`config.mk`:
```
export PLATFORM = sky130hd
export DESIGN_NAME = uart_frame_tx_flat
export DESIGN_NICKNAME = d
export VERILOG_FILES = /design/src/rtl/uart_frame_tx_pkg.sv /design/src/rtl/uart_frame_tx_if.sv /design/src/rtl/uart_frame_byte_sel.sv /design/src/rtl/uart_frame_tx.sv /design/src/flat_wrapper.sv
export SDC_FILE = /design/constraint.sdc
export NUM_CORES = 1
export LEC_CHECK = 0
export ABC_AREA = 1
export CAP_MARGIN = 20
export CORE_UTILIZATION = 55
export CTS_BUF_LIST = sky130_fd_sc_hd__clkbuf_16
export DETAILED_ROUTE_END_ITERATION = 8
export PLACE_DENSITY = 0.79
export REMOVE_ABC_BUFFERS = 1
export SYNTH_ARGS = -nofsm -noshare
export SYNTH_HDL_FRONTEND = slang
export SYNTH_SLANG_ARGS = --single-unit
```
`constraint.sdc`:
```
create_clock -name clk -period 1.7 [get_ports clk]
set_input_delay 0.17 -clock clk [delete_from_list [all_inputs] [get_ports clk]]
set_output_delay 0.17 -clock clk [all_outputs]
set_load 0.01 [all_outputs]
```
`src/rtl/uart_frame_tx_pkg.sv`:
```
// Shared definitions for the UART frame encoder and its receive-side peer:
// FSM state encoding, default sync/tail bytes and checksum arithmetic.
package uart_frame_tx_pkg;

    typedef enum logic [1:0] {
        ST_IDLE = 2'd0,
        ST_SEND = 2'd1,
        ST_GAP  = 2'd2
    } frame_state_e;

    localparam logic [7:0] DEF_HEADER0 = 8'h55;
    localparam logic [7:0] DEF_HEADER1 = 8'hA5;
    localparam logic [7:0] DEF_TAIL    = 8'hF0;

    localparam int CHK_W = 8;

    // Checksum accumulation step: plain modulo-2^CHK_W addition.
    function automatic logic [CHK_W-1:0] chk_add(input logic [CHK_W-1:0] acc,
                                                 input logic [7:0]       b);
        return acc + CHK_W'(b);
    endfunction

endpackage

```
`src/rtl/uart_frame_tx_if.sv`:
```
// Request/status and byte-transmitter handshake bundle for uart_frame_tx.
// master = the frame encoder, slave = the requester plus byte transmitter.
interface uart_frame_tx_if #(
    parameter int PAYLOAD_BYTES = 2
);
    logic                       start;
    logic [8*PAYLOAD_BYTES-1:0] payload;
    logic                       busy;
    logic                       frame_done;
    logic                       overrun;
    logic                       timeout_err;
    logic [7:0]                 tx_data;
    logic                       send_go;
    logic                       tx_done;

    modport master (
        input  start, payload, tx_done,
        output busy, frame_done, overrun, timeout_err, tx_data, send_go
    );

    modport slave (
        output start, payload, tx_done,
        input  busy, frame_done, overrun, timeout_err, tx_data, send_go
    );
endinterface

```
`src/rtl/uart_frame_byte_sel.sv`:
```
// Combinational frame byte mux: header, payload, checksum or tail by index.
module uart_frame_byte_sel
    import uart_frame_tx_pkg::*;
#(
    parameter int         PAYLOAD_BYTES = 2,
    parameter logic [7:0] HEADER0       = DEF_HEADER0,
    parameter logic [7:0] HEADER1       = DEF_HEADER1,
    parameter logic [7:0] TAIL          = DEF_TAIL,
    parameter int         IDX_W         = 3
) (
    input  logic [IDX_W-1:0]           idx,
    input  logic [8*PAYLOAD_BYTES-1:0] payload,
    output logic [7:0]                 byte_o
);

    localparam int NBYTES = PAYLOAD_BYTES + 4;

    logic [7:0]       frame_bytes [NBYTES];
    logic [CHK_W-1:0] chk_sum;

    // Sum of the latched payload bytes, wrapping at 8 bits.
    always_comb begin
        chk_sum = '0;
        for (int k = 0; k < PAYLOAD_BYTES; k++) begin
            chk_sum = chk_add(chk_sum, payload[8*k +: 8]);
        end
    end

    assign frame_bytes[0]        = HEADER0;
    assign frame_bytes[1]        = HEADER1;
    assign frame_bytes[NBYTES-2] = chk_sum;
    assign frame_bytes[NBYTES-1] = TAIL;

    generate
        for (genvar gi = 0; gi < PAYLOAD_BYTES; gi++) begin : g_payload
            assign frame_bytes[gi+2] = payload[8*gi +: 8];
        end
    endgenerate

    // Select by index; indices beyond the frame produce 00.
    always_comb begin
        byte_o = 8'h00;
        for (int k = 0; k < NBYTES; k++) begin
            if (idx == IDX_W'(k)) begin
                byte_o = frame_bytes[k];
            end
        end
    end

endmodule

```
`src/rtl/uart_frame_tx.sv`:
```
// Frame encoder: sends HEADER0, HEADER1, payload bytes, checksum, TAIL to a
// byte transmitter over a level-held send_go / pulsed tx_done handshake,
// with one idle cycle between bytes and a per-byte ack timeout.
module uart_frame_tx
    import uart_frame_tx_pkg::*;
#(
    parameter int         PAYLOAD_BYTES  = 2,
    parameter logic [7:0] HEADER0        = DEF_HEADER0,
    parameter logic [7:0] HEADER1        = DEF_HEADER1,
    parameter logic [7:0] TAIL           = DEF_TAIL,
    parameter int         TIMEOUT_CYCLES = 65535
) (
    input  logic            clk,
    input  logic            reset,
    uart_frame_tx_if.master bus
);

    localparam int NBYTES = PAYLOAD_BYTES + 4;
    localparam int IDX_W  = $clog2(NBYTES);
    localparam int CNT_W  = $clog2(TIMEOUT_CYCLES + 1);

    localparam logic [IDX_W-1:0] LAST_IDX = IDX_W'(NBYTES - 1);
    localparam logic [CNT_W-1:0] CNT_LAST = CNT_W'(TIMEOUT_CYCLES - 1);

    frame_state_e               state_q, state_d;
    logic [IDX_W-1:0]           idx_q, idx_d;
    logic [CNT_W-1:0]           cnt_q, cnt_d;
    logic [8*PAYLOAD_BYTES-1:0] payload_q, payload_d;
    logic                       busy_q, busy_d;
    logic                       send_go_q, send_go_d;
    logic [7:0]                 tx_data_q, tx_data_d;
    logic                       frame_done_q, frame_done_d;
    logic                       overrun_q, overrun_d;
    logic                       timeout_err_q, timeout_err_d;

    logic [IDX_W-1:0]           sel_idx;
    logic [7:0]                 sel_byte;

    // A new byte is launched either from IDLE (always header 0) or at the
    // end of GAP (idx_q already points at the next byte).
    assign sel_idx = (state_q == ST_GAP) ? idx_q : '0;

    uart_frame_byte_sel #(
        .PAYLOAD_BYTES (PAYLOAD_BYTES),
        .HEADER0       (HEADER0),
        .HEADER1       (HEADER1),
        .TAIL          (TAIL),
        .IDX_W         (IDX_W)
    ) u_byte_sel (
        .idx     (sel_idx),
        .payload (payload_q),
        .byte_o  (sel_byte)
    );

    // Next-state, handshake and timeout logic.
    always_comb begin
        state_d       = state_q;
        idx_d         = idx_q;
        cnt_d         = cnt_q;
        payload_d     = payload_q;
        busy_d        = busy_q;
        send_go_d     = send_go_q;
        tx_data_d     = tx_data_q;
        frame_done_d  = 1'b0;
        overrun_d     = 1'b0;
        timeout_err_d = 1'b0;

        case (state_q)
            ST_IDLE: begin
                if (bus.start) begin
                    payload_d = bus.payload;
                    idx_d     = '0;
                    cnt_d     = '0;
                    busy_d    = 1'b1;
                    send_go_d = 1'b1;
                    tx_data_d = sel_byte;
                    state_d   = ST_SEND;
                end
            end

            ST_SEND: begin
                overrun_d = bus.start;
                if (bus.tx_done) begin
                    // Ack wins over a timeout expiring on the same edge.
                    send_go_d = 1'b0;
                    cnt_d     = '0;
                    if (idx_q == LAST_IDX) begin
                        frame_done_d = 1'b1;
                        busy_d       = 1'b0;
                        idx_d        = '0;
                        state_d      = ST_IDLE;
                    end else begin
                        idx_d   = idx_q + IDX_W'(1);
                        state_d = ST_GAP;
                    end
                end else if (cnt_q == CNT_LAST) begin
                    send_go_d     = 1'b0;
                    busy_d        = 1'b0;
                    timeout_err_d = 1'b1;
                    idx_d         = '0;
                    cnt_d         = '0;
                    state_d       = ST_IDLE;
                end else begin
                    cnt_d = cnt_q + CNT_W'(1);
                end
            end

            ST_GAP: begin
                overrun_d = bus.start;
                send_go_d = 1'b1;
                tx_data_d = sel_byte;
                cnt_d     = '0;
                state_d   = ST_SEND;
            end

            default: begin
                busy_d    = 1'b0;
                send_go_d = 1'b0;
                idx_d     = '0;
                cnt_d     = '0;
                state_d   = ST_IDLE;
            end
        endcase
    end

    // State and output registers with synchronous reset.
    always_ff @(posedge clk) begin
        if (reset) begin
            state_q       <= ST_IDLE;
            idx_q         <= '0;
            cnt_q         <= '0;
            payload_q     <= '0;
            busy_q        <= 1'b0;
            send_go_q     <= 1'b0;
            tx_data_q     <= 8'h00;
            frame_done_q  <= 1'b0;
            overrun_q     <= 1'b0;
            timeout_err_q <= 1'b0;
        end else begin
            state_q       <= state_d;
            idx_q         <= idx_d;
            cnt_q         <= cnt_d;
            payload_q     <= payload_d;
            busy_q        <= busy_d;
            send_go_q     <= send_go_d;
            tx_data_q     <= tx_data_d;
            frame_done_q  <= frame_done_d;
            overrun_q     <= overrun_d;
            timeout_err_q <= timeout_err_d;
        end
    end

    assign bus.busy        = busy_q;
    assign bus.send_go     = send_go_q;
    assign bus.tx_data     = tx_data_q;
    assign bus.frame_done  = frame_done_q;
    assign bus.overrun     = overrun_q;
    assign bus.timeout_err = timeout_err_q;

endmodule

```
`src/flat_wrapper.sv`:
```
// flat-port wrapper written by rule: the top's interface ports become plain ports
module uart_frame_tx_flat import uart_frame_tx_pkg::*;
#(
    parameter int         PAYLOAD_BYTES  = 2,
    parameter logic [7:0] HEADER0        = DEF_HEADER0,
    parameter logic [7:0] HEADER1        = DEF_HEADER1,
    parameter logic [7:0] TAIL           = DEF_TAIL,
    parameter int         TIMEOUT_CYCLES = 65535
)
  (clk, reset, bus_start, bus_payload, bus_tx_done, bus_busy, bus_frame_done, bus_overrun, bus_timeout_err, bus_tx_data, bus_send_go);
  uart_frame_tx_if #(.PAYLOAD_BYTES(PAYLOAD_BYTES)) bus_i ();
  input  logic clk;
  input  logic reset;
  input wire logic [$bits(bus_i.start)-1:0] bus_start;
  input wire logic [$bits(bus_i.payload)-1:0] bus_payload;
  input wire logic [$bits(bus_i.tx_done)-1:0] bus_tx_done;
  output wire logic [$bits(bus_i.busy)-1:0] bus_busy;
  output wire logic [$bits(bus_i.frame_done)-1:0] bus_frame_done;
  output wire logic [$bits(bus_i.overrun)-1:0] bus_overrun;
  output wire logic [$bits(bus_i.timeout_err)-1:0] bus_timeout_err;
  output wire logic [$bits(bus_i.tx_data)-1:0] bus_tx_data;
  output wire logic [$bits(bus_i.send_go)-1:0] bus_send_go;
  assign bus_i.start = bus_start;
  assign bus_i.payload = bus_payload;
  assign bus_i.tx_done = bus_tx_done;
  assign bus_busy = bus_i.busy;
  assign bus_frame_done = bus_i.frame_done;
  assign bus_overrun = bus_i.overrun;
  assign bus_timeout_err = bus_i.timeout_err;
  assign bus_tx_data = bus_i.tx_data;
  assign bus_send_go = bus_i.send_go;
  uart_frame_tx #(.PAYLOAD_BYTES(PAYLOAD_BYTES), .HEADER0(HEADER0), .HEADER1(HEADER1), .TAIL(TAIL), .TIMEOUT_CYCLES(TIMEOUT_CYCLES)) u_core (.clk(clk), .reset(reset), .bus(bus_i));
endmodule
```
==> flow_metrics.env <==
export IMPL_synth_area_leaders="dfxtp_1, nor2_1, nand2_1, ha_1, inv_1"
export IMPL_max_freq_ghz=0.609
export IMPL_pwr_share_clk_pct=22.1
export IMPL_utilization_pct=74.4
export IMPL_wl_per_cell_um=12.5
export IMPL_switching_share_pct=36.8
export IMPL_drc_errors=0
export IMPL_clkTransAtPathRegs_ps=60
export IMPL_core_area_um2=4440
export IMPL_first_iter_violations=121
export IMPL_power_total_mw=4.29
export IMPL_die_area_um2=4970
export IMPL_port_buffers=32
export IMPL_min_to="u_core.bus.tx_data[1]"
export IMPL_rrSetupSlack_ps=60
export IMPL_p_switching_mw=1.58
export IMPL_seq_area_frac_synth_pct=38.0
export IMPL_grt_max_degree=25
export IMPL_report_final_slew_viol_count=0
export IMPL_die_h_um=70.5
export IMPL_cts_buffers=5
export IMPL_finalCriticalPeriod_ps=1640
export IMPL_avgSynthCellArea_um2=7.17
export IMPL_synth_xor_area_share_pct=2.72
export IMPL_synth_warnings=0
export IMPL_hpwlAfterDp_um=4220
export IMPL_wirelength_um=5830
export IMPL_netlist_area_um2=2580
export IMPL_antenna_found_initial=0
export IMPL_grt_pass1_vias=2422
export IMPL_fp_dieW_um=70.5
export IMPL_start_kind="flop"
export IMPL_setup_violations=0
export IMPL_synthMuxAreaShare_pct=0
export IMPL_finalClockSkew_ps=3.65
export IMPL_power_density_nw_per_um2=1300
export IMPL_drtAntennaViolNets=0
export IMPL_rr_worst_depth=11
export IMPL_cp_common_cell="nand2_1"
export IMPL_overflow=0
export IMPL_arrival_ps=1870
export IMPL_cp_cell_sequence="ha_4 -> fa_2 -> nand2_1 -> inv_1 -> o21ai_1 -> nand2_1 -> nand2_1 -> nand2_1 -> nand2_1 -> nand3_2 -> a21oi_2"
export IMPL_grt_pass1_wl_um=9940
export IMPL_via_per_inst=5.28
export IMPL_end_kind="flop"
export IMPL_hold_path_depth=2
export IMPL_worstPathRequired_ps=1920
export IMPL_cts_max_path_buffers=2
export IMPL_ios=33
export IMPL_maxCapViolCount=0
export IMPL_synth_fa_ha_area_share_pct=7.08
export IMPL_hold_violations=0
export IMPL_nNetsFinal=448
export IMPL_fin_crit_sh_pct=96.5
export IMPL_synth_compound_area_share_pct=13.0
export IMPL_hold_path_class="flop to flop"
export IMPL_drive_gt1_share_pct=14.5
export IMPL_cts_root_buf="clkbuf_16"
export IMPL_r2r_end="u_core.bus.tx_data[6]"
export IMPL_slowest_delay_ps=360
export IMPL_clock_sinks=49
export IMPL_htree_levels=2
export IMPL_power_internal_mw=2.71
export IMPL_first_pass_iters=4
export IMPL_p_leak_nw=1.39
export IMPL_synth_top_family_by_area="simple AND/OR/NAND/NOR gates"
export IMPL_cts_tree="yes"
export IMPL_criticalPathCategory="flop to flop"
export IMPL_place_gp_congestion=0.852
export IMPL_floorplan_initialDensity_pct=58.1
export IMPL_pwr_share_seq_pct=36.3
export IMPL_status="complete, no violations"
export IMPL_r2r_start="u_core.payload_q[8]"
export IMPL_synthCells=360
export IMPL_antenna_cells=0
export IMPL_num_rows=24
export IMPL_track_usage_pct=24.9
export IMPL_vias=2468
export IMPL_critical_path_top_delay_family="adder cells"
export IMPL_syn_to_final_growth_pct=28.2
export IMPL_crit_fanout=3
export IMPL_synth_top_cell_by_area="dfxtp_1"
export IMPL_path_buf_inv=1
export IMPL_synth_cell_type_count=37
export IMPL_vdd_drop_max_v=0.000710
export IMPL_synth_top_area_share_pct=38.0
export IMPL_ys_seq_elements=49
export IMPL_pwr_share_comb_pct=41.5
export IMPL_min_from="u_core.bus.tx_data[1]"
export IMPL_synthSimpleGateAreaFrac_pct=32.0
export IMPL_maxSlewHeadroom_pct=74.9
export IMPL_worst_slew_pin_slew_ps=376
export IMPL_clk_insertion_delay_late_ps=290
export IMPL_crit_slowest_cell="dfxtp_4"
layer usage:
layer | global-route usage [%] | up-vias | part of all wire, %
met5 | 0 | - | 0
met4 | 11.6 | 0 | 2.8
met3 | 3.75 | 16 | 2.9
met2 | 47.1 | 45 | 52
met1 | 26.9 | 1120 | 42
li1 | - | 1287 | -
sequential cells by signal, indices dropped and copies added (netlist names):
signal                  count
u_core.bus.send_go          1
u_core.idx_q                3
u_core.bus.overrun          1
u_core.payload_q           16
u_core.bus.timeout_err      1
u_core.bus.busy             1
u_core.bus.frame_done       1
u_core.bus.tx_data          8
u_core.state_q              1
u_core.cnt_q               16
tightest hold or removal path, stage by stage, from the launching register on:
cell	delay [ps]
dfxtp_1	310
nand2_1	60
a21oi_1	60
kinds of logic after synthesis:
logic type      Yosys count
fa+ha+maj                14
xor+xnor                  8
compound gates           62
flops                    49
simple gates            181
buf+inv                  46
cells in the final DEF (no fill, tap or decap), types with 2 or more instances in the layout:
| master | instances |
|---|---|
| nand2_1 | 62 |
| nor2_1 | 61 |
| dfxtp_1 | 45 |
| inv_1 | 37 |
| clkdlybuf4s50_1 | 32 |
| o21ai_0 | 27 |
| a21oi_1 | 22 |
| buf_4 | 21 |
| nand3_1 | 19 |
| ha_1 | 9 |
| nand4_1 | 8 |
| nor2_2 | 5 |
| nor3_1 | 5 |
| xor2_1 | 5 |
| clkbuf_16 | 5 |
| inv_2 | 3 |
| nand2_4 | 3 |
| nand2_2 | 3 |
| xnor2_1 | 3 |
| o211ai_1 | 3 |
| nor4_1 | 3 |
| ha_4 | 3 |
| dfxtp_2 | 3 |
| nor2_4 | 2 |
| nor3b_1 | 2 |
| nand3_2 | 2 |
| a21oi_2 | 2 |
| o21ai_1 | 2 |
| clkinv_1 | 2 |
cells in the mapped netlist:
cell / n
buf_2: 1
nor2_2: 2
dfxtp_1: 49
fa_1: 1
buf_8: 1
xor2_1: 5
nand4_1: 8
a21oi_2: 1
o21ai_1: 1
a21oi_1: 23
nand4_2: 1
o21ai_0: 28
nor2_1: 65
ha_1: 13
a21boi_0: 1
or2_0: 1
nand3_1: 20
a22oi_1: 1
inv_1: 40
or2_2: 1
nor2_4: 1
nand3_2: 1
nor3_1: 5
o21bai_1: 1
o211ai_1: 3
o31ai_1: 1
nor3b_1: 2
or3_1: 1
nand2_4: 4
xnor2_1: 3
nand2_1: 62
nor4_1: 3
nand2_2: 3
clkbuf_1: 4
o21a_1: 1
a211oi_1: 1
nor3_2: 1
worst max-delay path by stage:
stage / from / endpoint / depth (start not counted)
2_1_floorplan: u_core.bus.send_go / u_core.cnt_q[15] / 10
3_3_place_gp: u_core.payload_q[0] / u_core.bus.tx_data[6] / 11
3_5_place_dp: u_core.state_q[1] / u_core.cnt_q[15] / 10
4_1_cts: u_core.payload_q[0] / u_core.bus.tx_data[6] / 11
5_1_grt: u_core.payload_q[8] / u_core.bus.tx_data[6] / 11
6_report: u_core.payload_q[8] / u_core.bus.tx_data[6] / 11
layout make-up:
class                           count  area, um2
Multi-Input combinational cell    265       1490
Clock inverter                      3       12.5
Fill cell                         366       1140
Sequential cell                    49        988
Timing Repair Buffer               53        478
Inverter                           40        150
Tap cell                           52       65.1
Clock buffer                        5        125
power groups by stage:
stage | combinational [mW] | sequential [mW] | clock [mW]
floorplan | 0.963 | 1.58 | 0
global placement | 1.61 | 1.55 | 0
detailed placement | 1.64 | 1.56 | 0
CTS | 1.66 | 1.54 | 0.958
global route | 1.99 | 1.58 | 1.02
finish | 1.78 | 1.56 | 0.948
per-stage QoR:
step	hold slack, ps	cells	instance area, um2	setup WS [ps]	setup TNS [ps]
floorplan	239	354	2540	87.4	0
global placement	450	455	3060	-1.65	-1.65
detailed placement	453	455	3060	-23.4	-29.6
CTS	462	464	3210	-5.26	-5.26
global route	486	467	3310	-27.4	-27.4
finish	461	467	3310	59.2	0
repair_timing:
item,4_1_cts,5_1_grt
endpoints found under the setup margin,2,14
buffers inserted,1,3
hold endpoints to repair,0,0
resized for setup,3,22
pin swaps,1,8
hold buffers,0,0
(Power assumes the default switching activity.)
